File: src/rtl/cfg_reg_bank.sv
// Parametrised configuration register bank with error reporting and a
// shadowed export bus that only changes on COMMIT (or directly if AUTO_COMMIT).
module cfg_reg_bank #(
  parameter int unsigned DATA_WIDTH = 8,
  parameter int unsigned ADDR_WIDTH = 4,
  parameter int unsigned DEPTH      = 16,
  parameter int unsigned NUM_EXPORT = 4,
  parameter logic [NUM_EXPORT*DATA_WIDTH-1:0] INIT_VALUES = 32'h2081_0000,
  parameter bit          AUTO_COMMIT = 1'b0
) (
  input  logic                             CLK,
  input  logic                             RST,
  input  logic                             R_REG_EN,
  input  logic                             W_REG_EN,
  input  logic [ADDR_WIDTH-1:0]            REG_ADDRESS,
  input  logic [DATA_WIDTH-1:0]            W_REG_DATA,
  input  logic                             COMMIT,
  output logic [DATA_WIDTH-1:0]            R_REG_DATA,
  output logic                             R_DATA_VALID,
  output logic                             ACCESS_ERR,
  output logic                             CFG_PENDING,
  output logic [NUM_EXPORT*DATA_WIDTH-1:0] CFG_REGS
);

  localparam int unsigned EXP_W  = NUM_EXPORT * DATA_WIDTH;
  localparam int unsigned FULL_W = DEPTH * DATA_WIDTH;
  localparam int unsigned CMP_W  = ADDR_WIDTH + 1;
  // Zero-extended reset image: entries at or above NUM_EXPORT reset to 0.
  localparam logic [FULL_W-1:0] INIT_FULL = FULL_W'(INIT_VALUES);

  if ((DEPTH < 2) || (DEPTH > (2 ** ADDR_WIDTH)) ||
      (NUM_EXPORT < 1) || (NUM_EXPORT > DEPTH)) begin : g_bad_params
    $error("cfg_reg_bank: illegal DEPTH/NUM_EXPORT for ADDR_WIDTH");
  end

  logic [DATA_WIDTH-1:0] mem_q [DEPTH];
  logic [EXP_W-1:0]      export_bus;
  logic                  in_range;
  logic                  is_export;
  logic                  wr_ok;
  logic                  rd_ok;
  logic                  err;

  // Access decode
  always_comb begin
    in_range  = CMP_W'(REG_ADDRESS) < CMP_W'(DEPTH);
    is_export = CMP_W'(REG_ADDRESS) < CMP_W'(NUM_EXPORT);
    wr_ok     = W_REG_EN && !R_REG_EN && in_range;
    rd_ok     = R_REG_EN && !W_REG_EN && in_range;
    err       = (R_REG_EN || W_REG_EN) && ((R_REG_EN && W_REG_EN) || !in_range);
  end

  always_ff @(posedge CLK or posedge RST) begin
    if (RST) begin
      for (int k = 0; k < int'(DEPTH); k++) begin
        mem_q[k] <= INIT_FULL[k*DATA_WIDTH +: DATA_WIDTH];
      end
    end else if (wr_ok) begin
      for (int k = 0; k < int'(DEPTH); k++) begin
        if (REG_ADDRESS == ADDR_WIDTH'(k)) mem_q[k] <= W_REG_DATA;
      end
    end
  end

  for (genvar k = 0; k < int'(NUM_EXPORT); k++) begin : g_export
    assign export_bus[k*DATA_WIDTH +: DATA_WIDTH] = mem_q[k];
  end

  // Read data holds between reads; pulses last one cycle
  always_ff @(posedge CLK or posedge RST) begin
    if (RST) begin
      R_REG_DATA   <= '0;
      R_DATA_VALID <= 1'b0;
      ACCESS_ERR   <= 1'b0;
    end else begin
      R_DATA_VALID <= rd_ok;
      ACCESS_ERR   <= err;
      if (rd_ok) R_REG_DATA <= mem_q[REG_ADDRESS];
    end
  end

  if (AUTO_COMMIT) begin : g_auto
    assign CFG_REGS    = export_bus;
    assign CFG_PENDING = 1'b0;
  end else begin : g_shadow
    logic [EXP_W-1:0] shadow_q;
    logic             pending_q;

    // Shadow captures pre-edge array contents; a same-cycle write stays pending
    always_ff @(posedge CLK or posedge RST) begin
      if (RST) begin
        shadow_q  <= INIT_VALUES;
        pending_q <= 1'b0;
      end else begin
        if (COMMIT) shadow_q <= export_bus;
        if (wr_ok && is_export) pending_q <= 1'b1;
        else if (COMMIT)        pending_q <= 1'b0;
      end
    end

    assign CFG_REGS    = shadow_q;
    assign CFG_PENDING = pending_q;
  end

endmodule

File: config.mk
export PLATFORM = sky130hd
export DESIGN_NAME = cfg_reg_bank
export DESIGN_NICKNAME = d
export VERILOG_FILES = /design/src/rtl/cfg_reg_bank.sv
export SDC_FILE = /design/constraint.sdc
export NUM_CORES = 1
export LEC_CHECK = 0
export ABC_AREA = 1
export CAP_MARGIN = 15
export CORE_MARGIN = 1
export CORE_UTILIZATION = 41
export CTS_BUF_LIST = sky130_fd_sc_hd__clkbuf_16
export DETAILED_ROUTE_END_ITERATION = 6
export SLEW_MARGIN = 20
export SYNTH_ARGS = -nofsm -noshare
export SYNTH_HDL_FRONTEND = slang
export SYNTH_SLANG_ARGS = --single-unit
File: constraint.sdc
create_clock -name CLK -period 5.6 [get_ports CLK]
set_input_delay 1.12 -clock CLK [delete_from_list [all_inputs] [get_ports CLK]]
set_output_delay 1.12 -clock CLK [all_outputs]
set_load 0.01 [all_outputs]
==> flow_metrics.tcl, run 1 <==
set metrics [dict create \
    dr.pass1.iters 5 \
    fill_cells 1770 \
    power_density_mw_per_mm2 388 \
    cts_setup_buffers 0 \
    grt_max_degree 172 \
    swShare_pct 28.2 \
    multi_input_area_mm2 0.00294 \
    seqCellArea_mm2 0.00429 \
    drive_above_1_share_pct 9.15 \
    relSlewSlack_pct 35.8 \
    fmax_ghz 0.311 \
    syn2layout_area_growth_pct 16.9 \
    htree_num_levels 4 \
    yosys-top-cells-area "dfrtp_1 55%, nand2_1 20%, o21ai_0 8.3%" \
    grt_overflow 0 \
    min_path_type "register to register" \
    grtUsageTotal_pct 21.6 \
    cts.clk_slew.worst_paths_ns 0.07 \
    crit_path_end "export_bus[29]$_DFFE_PP1P_" \
    rows 49 \
    core-area_mm2 0.0180 \
    syn_area_mm2 0.00756 \
    drcViolationCount 0 \
    crit_chain "clkdlybuf4s50_1 -> inv_2 -> nor3_4 -> nand2_1 -> o21ai_0" \
    synth.ff_latch_count 171 \
    outcome "finished, final reports clean" \
    crit_type "primary input to register" \
    critPathMaxFanout 42 \
    die_area_mm2 0.0190 \
    rsz0062_at_grt "false" \
    diodes 0 \
    io_pins 60 \
    drt-total-wl_um 18800 \
    start_util_pct 41.9 \
    grt_pass1_wl_um 30600 \
    critPathArrivalTime_ns 3.57 \
    cap_viol_max_count 0 \
    antenna_found_initial 0 \
    grt_pass1_vias 5584 \
    tightestPinTransition_ns 0.962 \
    finalHoldViolations 0 \
    io_buffers 59 \
    ant_nets 0 \
    cp-startpoint "REG_ADDRESS[1]" \
    die_y_um 138 \
    wl_per_cell_um 16.2 \
    reg2regPathDepth 8 \
    worstSkewPairLatency_ns 0.44 \
    skew_ns 0.00942 \
    yosys_warnings 0 \
    clockPowerShare_pct 36.0 \
    finalPower_w 0.00343 \
    setup-tns-final_ns 0 \
    crit_path_end_kind "register" \
    drtIter0Drc 446 \
    synth_largest_area_cell "dfrtp_1" \
    clockBufferDepth 2 \
    setup_viol 0 \
    synthesis.nets 905 \
    reg2reg_to "R_REG_DATA[5]$_DFFE_PP0P_" \
    yosysUniqueCellTypes 20 \
    power_frac_seq_pct 47.0 \
    place_hpwl_um 11700 \
    vdd_drop_max_uv 213 \
    synth_seq_area_share_pct 56.7 \
    fin_crit_sh_pct 57.5 \
    p_comb_share_pct 17.1 \
    final_nets 933 \
    slew_violations 0 \
    hold_depth 2 \
    fin_crit_ns 3.22 \
    startpoint_type "primary input" \
    gp_congestion 0.822 \
    numCtsBuffers 17 \
    die_w_um 138 \
    synthCells 888 \
    vias 5988 \
    fin_util_pct 49.0 \
    clockRootBuffer "clkbuf_16" \
    cts_resized 0 \
    max_stage_delay_ns 0.86 \
    cts_tree "built" \
    viasPerCell 5.17 \
    critPathRequiredTime_ns 5.95 \
    yosysTopAreaCellShare_pct 54.6 \
    cts.sinks 171 \
    power_switching_w 0.000968 \
    syn_avg_cell_area_um2 8.51 \
    cts-hold-fix-buffers 0 \
    cp_slowest_cell "clkdlybuf4s50_1" \
    ff2ff_setup_slack_ns 4.33 \
    power.internal_w 0.00246 \
    r2r_start "export_bus[29]$_DFFE_PP1P_" \
    p_leak_nw 4.28 \
]
flip-flops by register name, summed over array words and instances (netlist names):
name / flops
R_REG_DATA: 8
ACCESS_ERR: 1
mem_q: 96
R_DATA_VALID: 1
export_bus: 32
CFG_PENDING: 1
CFG_REGS: 32
placed cells by master, fill, tap and decap left out:
cell type        instances
nand2_1                402
dfrtp_1                165
o21ai_0                126
clkdlybuf4s50_1         58
nand3_1                 40
mux2_2                  32
nor2_1                  28
clkbuf_16               17
inv_1                   13
nand4_1                  8
dfstp_2                  6
buf_4                    5
inv_6                    4
inv_2                    3
nor3_4                   3
inv_8                    3
clkinv_2                 3
bufinv_16                3
o21ai_1                  2
clkinvlp_4               2
nand2_2                  1
nor3_2                   1
o32ai_1                  1
clkinv_1                 1
buf_2                    1
buf_12                   1
per-stage QoR:
step	std cells	instance area (µm²)	worst slack, ns	hold WS (ns)
2_1_floorplan	888	7560	2.30	0.453
3_3_place_gp	1126	8220	2.04	0.466
5_1_grt	1158	8830	2.15	0.503
3_5_place_dp	1126	8220	1.95	0.472
4_1_cts	1158	8830	2.40	0.489
6_report	1158	8830	2.38	0.485
layout make-up:
cell class                      instances  area share [%]
Sequential cell                       171            48.5
Clock inverter                         15            2.10
Timing Repair Buffer                   65            7.28
Clock buffer                           17            4.82
Tap cell                              229            3.24
Multi-Input combinational cell        644            33.3
Inverter                               17           0.765
worst min-delay path by stage:
stage                                  to  slack, ns                   from
global route        mem_q[76]$_DFFE_PP0P_       0.50  mem_q[76]$_DFFE_PP0P_
CTS                 mem_q[24]$_DFFE_PP0P_       0.49  mem_q[24]$_DFFE_PP0P_
global placement    mem_q[76]$_DFFE_PP0P_       0.47  mem_q[76]$_DFFE_PP0P_
floorplan           mem_q[34]$_DFFE_PP0P_       0.45  mem_q[34]$_DFFE_PP0P_
detailed placement   mem_q[6]$_DFFE_PP0P_       0.47   mem_q[6]$_DFFE_PP0P_
finish              mem_q[76]$_DFFE_PP0P_       0.49  mem_q[76]$_DFFE_PP0P_
worst max-delay path: cells and delay by family:
| kind | cells | cell delay (ns) |
|---|---|---|
| AND/OR/NAND/NOR | 2 | 0.71 |
| buffers and inverters | 2 | 1.36 |
| AO/OA/AOI/OAI | 1 | 0.34 |
power by group through the flow:
stage / clock network, W / logic, W / registers, W
floorplan: 0 / 0.000344 / 0.00162
global placement: 0 / 0.000578 / 0.00163
detailed placement: 0 / 0.000590 / 0.00163
CTS: 0.00125 / 0.000592 / 0.00161
global route: 0.00130 / 0.000678 / 0.00164
finish: 0.00123 / 0.000585 / 0.00161
cells by family (layout without fill, tap and decap cells):
kind of cell | Yosys count | after routing | share of synthesized area, %
DFF | 171 | 171 | 56.7
AOI/OAI and AO/OA | 129 | 129 | 8.59
muxes | 32 | 32 | 4.77
buffers and inverters | 73 | 114 | 4.37
and+or+nand+nor | 483 | 483 | 25.5
Yosys cell counts, drive strengths merged:
| cell | instances |
|---|---|
| clkbuf | 23 |
| dfstp | 6 |
| mux2 | 32 |
| inv | 17 |
| buf | 33 |
| dfrtp | 165 |
| nand2 | 403 |
| o21ai | 128 |
| o32ai | 1 |
| nor3 | 4 |
| nor2 | 28 |
| nand3 | 40 |
| nand4 | 8 |
per-layer routing:
metal / vias up / part of all wire, % / global-route usage (%)
li1: 2910 / - / -
met1: 2913 / 47 / 30.7
met2: 143 / 46 / 32.7
met3: 22 / 4.6 / 4.38
met4: 0 / 1.7 / 7.13
met5: - / 0 / 0
Power figures use the tool's default switching activity.
==> inputs of run 2 (changes only) <==
==> constraint.sdc (replaced) <==
create_clock -name CLK -period 2.75 [get_ports CLK]
set_input_delay 0.55 -clock CLK [delete_from_list [all_inputs] [get_ports CLK]]
set_output_delay 0.55 -clock CLK [all_outputs]
set_load 0.01 [all_outputs]
==> run 2 against run 1 <==
Net effect: critical path depth decreased by 1; clock power increased by 93%; critical endpoint is now export_bus[23]$_DFFE_PP1P_; non-clock buffer count increased by 8; final area increased by 0.74%; largest cell class unchanged; sequential power increased by 100%; final cell count increased by 0.69%.
==> flow_metrics.tcl, run 2 (synthesis results as in run 1) <==
set metrics [dict create \
    outcome "finished, final reports clean" \
    cts_resized 0 \
    fin_util_pct 49.4 \
    crit_type "primary input to register" \
    clockRootBuffer "clkbuf_16" \
    die_area_mm2 0.0190 \
    critPathMaxFanout 16 \
    grt_overflow 0 \
    antenna_found_initial 0 \
    place_hpwl_um 12200 \
    viasPerCell 5.08 \
    drive_above_1_share_pct 10.0 \
    ff2ff_setup_slack_ns 1.52 \
    syn2layout_area_growth_pct 17.8 \
    grt_pass1_wl_um 30700 \
    cts_setup_buffers 0 \
    diodes 0 \
    cts_tree "built" \
    final_cell_mix "402 x nand2_1, 165 x dfrtp_1, 126 x o21ai_0" \
    vias 5926 \
    htree_num_levels 4 \
    critPathRequiredTime_ns 3.10 \
    fin_crit_sh_pct 80.2 \
    clockBufferDepth 2 \
    io_buffers 59 \
    power_density_mw_per_mm2 771 \
    rows 49 \
    placed_area_mm2 0.00832 \
    hp-start "mem_q[90]$_DFFE_PP0P_" \
    fmax_ghz 0.454 \
    layout.cells.most_common "nand2_1" \
    hold_depth 2 \
    drtIter0Drc 510 \
    io_pins 60 \
    worstSkewPairLatency_ns 0.44 \
    final_nets 941 \
    cts.sinks 171 \
    grtUsageTotal_pct 21.5 \
    min_path_type "register to register" \
    dr.pass1.iters 7 \
    regMostFlops "mem_q" \
    critPathArrivalTime_ns 2.55 \
    startpoint_type "primary input" \
    reg2regPathDepth 8 \
    tightestPinTransition_ns 0.869 \
    cap_viol_max_count 0 \
    p_leak_nw 4.30 \
    crit_path_end_kind "register" \
    skew_ns 0.00545 \
    r2r_start "export_bus[29]$_DFFE_PP1P_" \
    largest_reg_flops 96 \
    fin_crit_ns 2.20 \
    core-area_mm2 0.0180 \
    timing.hold.ws_ns 0.486 \
    gp_congestion 0.805 \
    die_y_um 138 \
    numCtsBuffers 17 \
    relSlewSlack_pct 41.8 \
    cts.clk_slew.worst_paths_ns 0.07 \
    slew_violations 0 \
    setup-tns-final_ns 0 \
    cts-hold-fix-buffers 0 \
    finalHoldViolations 0 \
    drcViolationCount 0 \
    grt_max_degree 67 \
    wl_per_cell_um 16.2 \
    setup_viol 0 \
    min_to "mem_q[90]$_DFFE_PP0P_" \
    drt-total-wl_um 18800 \
    stdcell_area_mm2 0.00890 \
    start_util_pct 41.9 \
    grt_pass1_vias 5583 \
    rsz0062_at_grt "false" \
    vdd_drop_max_uv 478 \
    ant_nets 0 \
    reg2reg_to "R_REG_DATA[5]$_DFFE_PP0P_" \
    die_w_um 138 \
]
## run 2: where the power goes
part | switching, W | total (W) | internal [W]
Combinational | 0.000636 | 0.00121 | 0.000578
Sequential | 0.000283 | 0.00328 | 0.00300
Clock | 0.00109 | 0.00237 | 0.00128
## run 2: worst max-delay path, cell delays in order
cell and delay (ns):
clkdlybuf4s50_1 0.48, nor2_1 0.71, nand2_1 0.49, o21ai_0 0.31
## run 2: how the worst max path moves through the flow
stage	from	end	slack, ns
floorplan	RST	ACCESS_ERR$_DFF_PP0_	0.02
global placement	REG_ADDRESS[2]	export_bus[22]$_DFFE_PP0P_	0.14
detailed placement	REG_ADDRESS[2]	export_bus[23]$_DFFE_PP1P_	0.12
CTS	REG_ADDRESS[2]	export_bus[23]$_DFFE_PP1P_	0.57
global route	REG_ADDRESS[2]	export_bus[18]$_DFFE_PP0P_	0.27
finish	REG_ADDRESS[2]	export_bus[23]$_DFFE_PP1P_	0.55
## run 2: per-stage QoR
stage                     std cells  worst slack [ns]  power [W]
after floorplan                 888            0.0222    0.00400
final                          1166             0.545    0.00686
after detailed placement       1134             0.124    0.00455
after global routing           1166             0.271    0.00725
after global placement         1134             0.143    0.00451
after CTS                      1166             0.565    0.00693
## run 2: layer usage
| metal | vias to the layer above | wire length [µm] | global-route usage (%) |
|---|---|---|---|
| li1 | 2934 | - | - |
| met3 | 26 | 681 | 3.27 |
| met2 | 126 | 8390 | 32.9 |
| met4 | 0 | 331 | 7.79 |
| met1 | 2840 | 9430 | 30.8 |
| met5 | - | 0 | 0 |
## run 2: area by class of cell
| type | count | area (µm²) |
|---|---|---|
| timing repair buffer | 73 | 741 |
| inverter | 17 | 67.6 |
| clock buffer | 17 | 425 |
| clock inverter | 15 | 153 |
| fill | 1760 | 9130 |
| multi-input combinational | 644 | 2940 |
| tap | 229 | 287 |
| sequential | 171 | 4290 |
==> inputs of run 3 (changes only) <==
==> constraint.sdc (replaced) <==
create_clock -name CLK -period 2.15 [get_ports CLK]
set_input_delay 0.43 -clock CLK [delete_from_list [all_inputs] [get_ports CLK]]
set_output_delay 0.43 -clock CLK [all_outputs]
set_load 0.01 [all_outputs]
==> run 3 against run 2 <==
Net effect: global-route usage grew 0.75 points; utilization increased by 1.6 points; routed wire length rose by 2.6%; sequential share of layout area is 1.6 points lower; via count increased by 3.0%; final cell count up 2.6%; critical path type is now register to output pin; non-clock buffer count is 30 higher; critical endpoint is now CFG_REGS[16]; flip-flop and latch count did not move; sequential power grew 28%; combinational power increased by 32%.
==> flow_metrics.tcl, run 3 (synthesis results as in run 1) <==
set metrics [dict create \
    skew_ns 0.00535 \
    grt_pass1_vias 5884 \
    largest_reg_flops 96 \
    cts.clk_slew.worst_paths_ns 0.07 \
    fin_util_pct 51.0 \
    clockRootBuffer "clkbuf_16" \
    setup_viol 0 \
    die_area_mm2 0.0190 \
    p_leak_nw 4.48 \
    relSlewSlack_pct 65.0 \
    drtIter0Drc 499 \
    cts_resized 0 \
    setup-tns-final_ns 0 \
    clockPowerShare_pct 34.1 \
    outcome "finished, final reports clean" \
    critPathMaxFanout 2 \
    vias 6105 \
    grt_pass1_wl_um 31600 \
    io_buffers 59 \
    dr.pass1.iters 5 \
    place_hpwl_um 12600 \
    cts.sinks 171 \
    final_nets 971 \
    r2r_start "export_bus[6]$_DFFE_PP0P_" \
    rows 49 \
    critPathRequiredTime_ns 1.72 \
    drt-total-wl_um 19300 \
    crit_family "flip-flops" \
    power_switching_w 0.00248 \
    htree_num_levels 4 \
    drive_above_1_share_pct 12.7 \
    die_y_um 138 \
    swShare_pct 28.2 \
    start_util_pct 41.9 \
    rsz0062_at_grt "false" \
    vdd_drop_max_uv 526 \
    regMostFlops "mem_q" \
    startpoint_type "register" \
    crit_path_end_kind "output pin" \
    clockBufferDepth 2 \
    power.internal_w 0.00632 \
    crit_type "register to output pin" \
    p_comb_share_pct 18.2 \
    worstSkewPairLatency_ns 0.43 \
    viasPerCell 5.10 \
    power_density_mw_per_mm2 957 \
    finalHoldViolations 0 \
    slew_violations 0 \
    diodes 0 \
    layout.cells.most_common "nand2_1" \
    reg2regPathDepth 8 \
    finalPower_w 0.00880 \
    cts-hold-fix-buffers 0 \
    reg2reg_to "R_REG_DATA[6]$_DFFE_PP0P_" \
    io_pins 60 \
    numCtsBuffers 17 \
    cp-startpoint "CFG_REGS[16]$_DFFE_PP1P_" \
    grt_overflow 0 \
    fin_crit_ns 1.92 \
    critPathArrivalTime_ns 1.49 \
    power_frac_seq_pct 47.6 \
    fmax_ghz 0.522 \
    dr_wl_met3_um 857 \
    grt_max_degree 67 \
    cap_viol_max_count 0 \
    die_w_um 138 \
    crit_chain "clkdlybuf4s50_1" \
    cts_tree "built" \
    core-area_mm2 0.0180 \
    antenna_found_initial 0 \
    syn2layout_area_growth_pct 21.7 \
    timing.hold.ws_ns 0.323 \
    cts_setup_buffers 0 \
    ff2ff_setup_slack_ns 0.95 \
    max_stage_delay_ns 0.53 \
    final_cell_mix "402 x nand2_1, 165 x dfrtp_1, 126 x o21ai_0" \
    path_buf_inv 1 \
    cp_slowest_cell "dfstp_2" \
    gp_congestion 0.839 \
    topRoutingLayerUsed "met4" \
    wl_per_cell_um 16.1 \
    tightestPinTransition_ns 0.524 \
    ant_nets 0 \
    grtUsageTotal_pct 22.2 \
    drcViolationCount 0 \
    min_path_type "primary input to asynchronous set/reset pin" \
    fill_cells 1767 \
    route.layer.met1.wl_um 9130 \
    fin_crit_sh_pct 89.1 \
    routed-wl-met2_um 8920 \
]
-- run 3: cell types whose count changed in the layout (fill, tap and decap cells not counted), sizes merged --
cell / delta
inv: -7
clkinv: +8
clkinvlp: -2
bufinv: +1
buf: +30
-- run 3: worst max path at each step --
stage / to / slack (ns) / cells after the start
2_1_floorplan: ACCESS_ERR$_DFF_PP0_ / -0.46 / 1
3_3_place_gp: R_REG_DATA[6]$_DFFE_PP0P_ / 0.04 / 9
3_5_place_dp: R_REG_DATA[6]$_DFFE_PP0P_ / 0.04 / 9
4_1_cts: CFG_REGS[16] / 0.21 / 1
5_1_grt: CFG_REGS[23] / 0.18 / 1
6_report: CFG_REGS[16] / 0.23 / 1
-- run 3: power groups by stage --
stage	Combinational, W	Sequential [W]	Clock [W]
2_1_floorplan	0.000896	0.00423	0
3_3_place_gp	0.00159	0.00424	0
5_1_grt	0.00184	0.00427	0.00320
3_5_place_dp	0.00162	0.00424	0
6_report	0.00160	0.00419	0.00300
4_1_cts	0.00162	0.00419	0.00306
-- run 3: layout make-up --
class | instances | area, µm² | area share [%]
sequential | 171 | 4290 | 46.6
multi-input combinational | 644 | 2940 | 32.0
tap | 229 | 287 | 3.12
timing repair buffer | 103 | 1040 | 11.3
clock buffer | 17 | 425 | 4.63
clock inverter | 15 | 149 | 1.62
inverter | 17 | 67.6 | 0.735
-- run 3: worst reg2reg max path, stage by stage, from the launching register on --
cell,delay [ns]
dfrtp_1,0.41
nand2_1,0.08
nand2_1,0.05
nand2_1,0.11
nand2_1,0.07
nand2_1,0.06
nand3_1,0.14
nor2_1,0.12
nor2_1,0.05
-- run 3: through the flow --
stage	instances	cell area, µm²	setup WS, ns
6_report	1196	9200	0.233
5_1_grt	1196	9200	0.179
3_3_place_gp	1164	8620	0.0436
2_1_floorplan	888	7560	-0.458
4_1_cts	1196	9200	0.213
3_5_place_dp	1164	8620	0.0432
-- run 3: per-layer routing --
layer | vias to the layer above | track usage, %
met5 | - | 0
met4 | 0 | 8.03
met3 | 31 | 4.30
met2 | 137 | 34.3
met1 | 2945 | 31.1
li1 | 2992 | -
